==> src/rtl/cfg_seq_loader.sv <==
// cfg_seq_loader: streams ROM entries to a byte-level I2C write master, one 3-byte transaction per entry.
// Define CFG_PAUSE_EN to build the post-preamble pause state and its counter.
module cfg_seq_loader #(
  parameter int MEM_DEPTH    = 326,
  parameter int MEM_WIDTH    = 24,
  parameter int DATA_WIDTH   = 8,
  parameter int CYCLES       = MEM_WIDTH / DATA_WIDTH,
  parameter int PAUSE_IDX    = 2,
  parameter int PAUSE_CYCLES = 37_500_000,
  parameter int ADDR_W       = $clog2(MEM_DEPTH)
) (
  input  logic                  clk_i,
  input  logic                  rst_i,
  input  logic                  start_i,
  output logic                  mem_rd_o,
  output logic [ADDR_W-1:0]     mem_addr_o,
  input  logic [MEM_WIDTH-1:0]  mem_data_i,
  output logic [DATA_WIDTH-1:0] m_data_o,
  output logic                  m_valid_o,
  input  logic                  m_ready_i,
  output logic                  m_first_o,
  output logic                  m_last_o,
  input  logic                  i2c_busy_i,
  input  logic                  i2c_nack_i,
  output logic                  busy_o,
  output logic                  done_o,
  output logic                  err_o,
  output logic [2:0]            dbg_state_o
);

  typedef enum logic [2:0] {
    S_IDLE     = 3'd0,
    S_READ     = 3'd1,
    S_LOAD     = 3'd2,
    S_SEND     = 3'd3,
    S_WAIT_TXN = 3'd4,
    S_PAUSE    = 3'd5,
    S_DONE     = 3'd6,
    S_ERROR    = 3'd7
  } state_e;

  localparam int BCNT_W = $clog2(CYCLES + 1);
  localparam logic [ADDR_W-1:0] LAST_IDX  = ADDR_W'(MEM_DEPTH - 1);
  localparam logic [BCNT_W-1:0] LAST_BYTE = BCNT_W'(CYCLES - 1);

  state_e                 state_q, state_d;
  logic [ADDR_W-1:0]      idx_q, idx_d;
  logic [BCNT_W-1:0]      bcnt_q, bcnt_d;
  logic [MEM_WIDTH-1:0]   shreg_q, shreg_d;
  logic                   mem_rd_q, mem_rd_d;
  logic                   m_valid_q, m_valid_d;
  logic                   m_first_q, m_first_d;
  logic                   m_last_q, m_last_d;
  logic                   busy_q, busy_d;
  logic                   done_q, done_d;
  logic                   err_q, err_d;

`ifdef CFG_PAUSE_EN
  localparam int PCNT_W = $clog2(PAUSE_CYCLES + 1);
  localparam logic [ADDR_W-1:0] PAUSE_ENTRY = ADDR_W'(PAUSE_IDX);
  localparam logic [PCNT_W-1:0] PAUSE_LAST  = PCNT_W'(PAUSE_CYCLES - 1);
  logic [PCNT_W-1:0]      pause_cnt_q, pause_cnt_d;
`endif

  always_comb begin
    state_d   = state_q;
    idx_d     = idx_q;
    bcnt_d    = bcnt_q;
    shreg_d   = shreg_q;
    m_valid_d = m_valid_q;
    m_first_d = m_first_q;
    m_last_d  = m_last_q;
    done_d    = done_q;
    err_d     = err_q;
`ifdef CFG_PAUSE_EN
    pause_cnt_d = pause_cnt_q;
`endif

    case (state_q)
      S_IDLE, S_DONE, S_ERROR: begin
        if (start_i) begin
          done_d  = 1'b0;
          err_d   = 1'b0;
          idx_d   = '0;
          state_d = S_READ;
        end
      end
      S_READ: state_d = S_LOAD;
      S_LOAD: begin
        shreg_d   = mem_data_i;
        bcnt_d    = '0;
        m_valid_d = 1'b1;
        m_first_d = 1'b1;
        m_last_d  = (CYCLES == 1);
        state_d   = S_SEND;
      end
      S_SEND: begin
        // A NACK outranks a simultaneous byte acceptance: the transaction is dead.
        if (i2c_nack_i) begin
          m_valid_d = 1'b0;
          m_first_d = 1'b0;
          m_last_d  = 1'b0;
          err_d     = 1'b1;
          state_d   = S_ERROR;
        end else if (m_valid_q && m_ready_i) begin
          shreg_d   = shreg_q << DATA_WIDTH;
          bcnt_d    = bcnt_q + 1'b1;
          m_first_d = 1'b0;
          m_last_d  = ((bcnt_q + 1'b1) == LAST_BYTE);
          if (bcnt_q == LAST_BYTE) begin
            m_valid_d = 1'b0;
            m_last_d  = 1'b0;
            state_d   = S_WAIT_TXN;
          end
        end
      end
      S_WAIT_TXN: begin
        if (i2c_nack_i) begin
          err_d   = 1'b1;
          state_d = S_ERROR;
        end else if (!i2c_busy_i) begin
          if (idx_q == LAST_IDX) begin
            done_d  = 1'b1;
            state_d = S_DONE;
`ifdef CFG_PAUSE_EN
          end else if (idx_q == PAUSE_ENTRY) begin
            pause_cnt_d = '0;
            state_d     = S_PAUSE;
`endif
          end else begin
            idx_d   = idx_q + 1'b1;
            state_d = S_READ;
          end
        end
      end
`ifdef CFG_PAUSE_EN
      S_PAUSE: begin
        if (pause_cnt_q == PAUSE_LAST) begin
          idx_d   = idx_q + 1'b1;
          state_d = S_READ;
        end else begin
          pause_cnt_d = pause_cnt_q + 1'b1;
        end
      end
`endif
      default: state_d = S_IDLE;
    endcase

    // Strobe-type outputs are registered straight from the next state.
    mem_rd_d = (state_d == S_READ);
    busy_d   = !((state_d == S_IDLE) || (state_d == S_DONE) || (state_d == S_ERROR));
  end

  always_ff @(posedge clk_i) begin
    if (rst_i) begin
      state_q   <= S_IDLE;
      idx_q     <= '0;
      bcnt_q    <= '0;
      shreg_q   <= '0;
      mem_rd_q  <= 1'b0;
      m_valid_q <= 1'b0;
      m_first_q <= 1'b0;
      m_last_q  <= 1'b0;
      busy_q    <= 1'b0;
      done_q    <= 1'b0;
      err_q     <= 1'b0;
`ifdef CFG_PAUSE_EN
      pause_cnt_q <= '0;
`endif
    end else begin
      state_q   <= state_d;
      idx_q     <= idx_d;
      bcnt_q    <= bcnt_d;
      shreg_q   <= shreg_d;
      mem_rd_q  <= mem_rd_d;
      m_valid_q <= m_valid_d;
      m_first_q <= m_first_d;
      m_last_q  <= m_last_d;
      busy_q    <= busy_d;
      done_q    <= done_d;
      err_q     <= err_d;
`ifdef CFG_PAUSE_EN
      pause_cnt_q <= pause_cnt_d;
`endif
    end
  end

  // Byte lane is the top of the shift register, so it is stable until acceptance.
  assign m_data_o    = shreg_q[MEM_WIDTH-1 -: DATA_WIDTH];
  assign mem_rd_o    = mem_rd_q;
  assign mem_addr_o  = idx_q;
  assign m_valid_o   = m_valid_q;
  assign m_first_o   = m_first_q;
  assign m_last_o    = m_last_q;
  assign busy_o      = busy_q;
  assign done_o      = done_q;
  assign err_o       = err_q;
  assign dbg_state_o = state_q;

endmodule

==> config.mk <==
export PLATFORM = sky130hd
export DESIGN_NAME = cfg_seq_loader
export DESIGN_NICKNAME = d
export VERILOG_FILES = /design/src/rtl/cfg_seq_loader.sv
export SDC_FILE = /design/constraint.sdc
export NUM_CORES = 1
export LEC_CHECK = 0
export ABC_CLOCK_PERIOD_IN_PS = 2900
export BUFFER_PORTS_ARGS = -buffer_cell sky130_fd_sc_hd__buf_4
export CORE_AREA = 3 3 82 84
export DETAILED_ROUTE_END_ITERATION = 6
export DIE_AREA = 0 0 85 87
export PLACE_DENSITY = 0.56
export RECOVER_POWER = 25
export SYNTH_ARGS = -nofsm -noshare
export SYNTH_HDL_FRONTEND = slang
export SYNTH_SLANG_ARGS = --single-unit
==> constraint.sdc <==
create_clock -name clk_i -period 2.9 [get_ports clk_i]
set_input_delay 0.58 -clock clk_i [delete_from_list [all_inputs] [get_ports clk_i]]
set_output_delay 0.58 -clock clk_i [all_outputs]
set_load 0.02 [all_outputs]
==> results_dict.tcl <==
set metrics [dict create \
    cts_buffers 5 \
    synth_top_cell_by_area "dfxtp_1" \
    io_buffers 56 \
    wl_met2_um 2170 \
    clkPwrFrac_pct 33.1 \
    syn_area_per_cell_um2 8.28 \
    hp-class "reg2reg" \
    dp_slack_ps 721 \
    drt_pre_antenna_iters 4 \
    detail-route-antenna-nets 0 \
    route.met3.wl_um 313 \
    p_seq_share_pct 48.2 \
    synth_area_leaders "dfxtp_1 (40%), nand2_1 (6.9%), nor2_1 (6.9%)" \
    place_inst 380 \
    synth_compound_area_share_pct 21.6 \
    num_antenna_cells 0 \
    layout_setup_ws_ps 784 \
    die_area_um2 7400 \
    synth_warnings 0 \
    post_cts_resized 0 \
    synth_cell_types 44 \
    crit_type "reg2reg" \
    groute.usage.overall_pct 14.7 \
    drive_above_1_share_pct 17.9 \
    synth-seq-cells 45 \
    crit_arrival_ps 2320 \
    vias_per_cell 5.10 \
    async_reset_ff_share_pct 0 \
    fp.dieH_um 87 \
    clock_latency_ps 300 \
    syn_to_final_growth_pct 19.9 \
    yosys.area_share.adder_pct 2.25 \
    path_clk_slew_ps 80 \
    place.gp.congestion 0.826 \
    rsz0062_at_grt "no" \
    synth_simple_gate_area_share_pct 25.0 \
    syn_inst 269 \
    crit_path_max_fanout 32 \
    instances_no_fill 388 \
    post-dp-hpwl_um 3720 \
    syn_area_um2 2230 \
    skew_ps 10.7 \
    worstMarginPinSlew_ps 709 \
    die_w_um 85 \
    grt_overflow 0 \
    critPathCaptureType "flip-flop" \
    num_vias 1980 \
    cts_sinks 45 \
    min_period_ps 2120 \
    finalCritPeriodShare_pct 73.0 \
    status "finished, final reports clean" \
    synth_fp_nets 303 \
    yosysMostFrequentCell "dfxtp_1" \
    max_slew_margin_pct 52.7 \
    cp_num_buf_inv 1 \
    worst_path_largest_cell_delay_ps 600 \
    intPower_mw 1.03 \
    max_cap_viol_count 0 \
    grt_pass1_wl_um 8780 \
    p_per_area_nw_per_um2 536 \
    synth_edf_count 0 \
    drc 0 \
    synthXorXnorAreaFrac_pct 2.75 \
    synth_ff_type "dfxtp_1" \
    synth_top_family_by_area "simple AND/OR/NAND/NOR gates" \
    rows 28 \
    p_leak_nw 0.980 \
    cts-root-buf "clkbuf_8" \
    nets 346 \
    ir_worst_vdd_mv 0.216 \
    cts_tree "built" \
    cp-start-kind "flip-flop" \
    finalHoldViolCount 0 \
    setup-violations-final 0 \
    met1_length_um 2700 \
    ys_seq_area_share_pct 40.4 \
    max_freq_mhz 472 \
    ctsHoldBuffers 0 \
    wl_per_cell_um 13.6 \
    synthTopCellsByCount "dfxtp_1 (45), nand2_1 (41), nor2_1 (41)" \
    p_sw_uw 401 \
    critPathTopFamily "simple AND/OR/NAND/NOR gates" \
    wl_um 5260 \
    num_io_pins 57 \
    drtIter0Drc 90 \
    synthMuxAreaShare_pct 0.449 \
    antenna_found_initial 0 \
    pwr-share-comb_pct 18.6 \
    synth_top_area_share_pct 40.4 \
    clockBufferDepth 2 \
    tns_ps 0 \
    htreeDepth 2 \
    required_ps 3100 \
    switching_share_pct 28.0 \
    cts_setup_buffers 0 \
    grt_pass1_vias 1887 \
    dr.max_layer_used "met4" \
    drv_slew 0 \
    cp_cell_sequence "and3b_1, a31oi_4, a21oi_2, buf_4, nor2_1, a311oi_1" \
    initial_utilization_pct 37.2 \
    crit_slowest_cell "and3b_1" \
    grt_max_degree 37 \
    core_um2 5990 \
]
-- tightest hold or removal path, cell delays in order (launching register included) --
cell and delay, ps:
dfxtp_1 320, o21ai_0 60, a21oi_1 60
-- layout by cell type (no fill, tap or decap), types with 3 or more instances in the layout --
master     n
nor2_1    41
dfxtp_1   45
clkbuf_1  19
nor2b_1    4
nand2b_1   3
ha_1       4
o31ai_1    3
a211oi_1   7
inv_1      6
xnor2_1    7
buf_4     42
nand3_1    3
and2_1     4
nand2_1   41
clkbuf_8   5
a21oi_1   14
o21ai_0    7
a22oi_1    8
nor3_1     3
a311oi_1  16
-- through the flow --
| stage | utilization [%] | instance area (µm²) | power (mW) | hold slack [ps] |
|---|---|---|---|---|
| finish | 44.6 | 2670 | 1.43 | 482 |
| global route | 44.6 | 2670 | 1.51 | 515 |
| CTS | 45.7 | 2740 | 1.46 | 482 |
| detailed placement | 43.8 | 2630 | 0.987 | 470 |
| global placement | 43.8 | 2630 | 0.984 | 466 |
| floorplan | - | 2230 | 0.899 | 453 |
-- flip-flops by register name, summed over array words and instances (netlist names) --
| signal | flops |
|---|---|
| m_valid_o | 1 |
| err_o | 1 |
| dbg_state_o | 3 |
| mem_rd_o | 1 |
| done_o | 1 |
| bcnt_q | 2 |
| m_last_o | 1 |
| m_first_o | 1 |
| shreg_q | 24 |
| mem_addr_o | 9 |
| busy_o | 1 |
-- final timing paths --
path	startpoint	end	slack, ps	cells past startpoint
max	dbg_state_o[2]$_SDFF_PP0_	shreg_q[12]$_SDFFE_PP0P_	780	6
min	m_first_o$_SDFFE_PP0P_	m_first_o$_SDFFE_PP0P_	480	2
max reg2reg	dbg_state_o[2]$_SDFF_PP0_	shreg_q[12]$_SDFFE_PP0P_	780	6
min reg2reg	m_first_o$_SDFFE_PP0P_	m_first_o$_SDFFE_PP0P_	480	2
-- layer usage --
layer / vias to the layer above / global-route usage [%]
met5: - / 0
met4: 0 / 4.75
met3: 6 / 4.07
met2: 47 / 22.1
met1: 899 / 20.2
li1: 1028 / -
-- final cells by class --
cell class              instances  area, µm²
fillers                       647       3320
repair buffers                 60        383
clock buffers                   6       72.6
flip-flops and latches         45        901
well taps                      75       93.8
multi-input cells             194       1160
inverters                       6       22.5
clock inverters                 2       38.8
-- power by group through the flow --
stage	clock network, mW	registers, mW	logic (mW)
after global routing	0.514	0.697	0.300
after detailed placement	0	0.705	0.282
after CTS	0.490	0.691	0.283
final	0.474	0.690	0.267
after floorplan	0	0.716	0.183
after global placement	0	0.705	0.279
-- logic make-up (layout without fill, tap and decap cells) --
family          count (synthesis)  in the layout
simple gates                  117            117
compound gates                 65             65
flops                          45             45
buf+inv                        30             74
xor+xnor                        7              7
fa+ha+maj                       4              4
mux                             1              1
No activity file was read; power rests on OpenSTA's default activity.
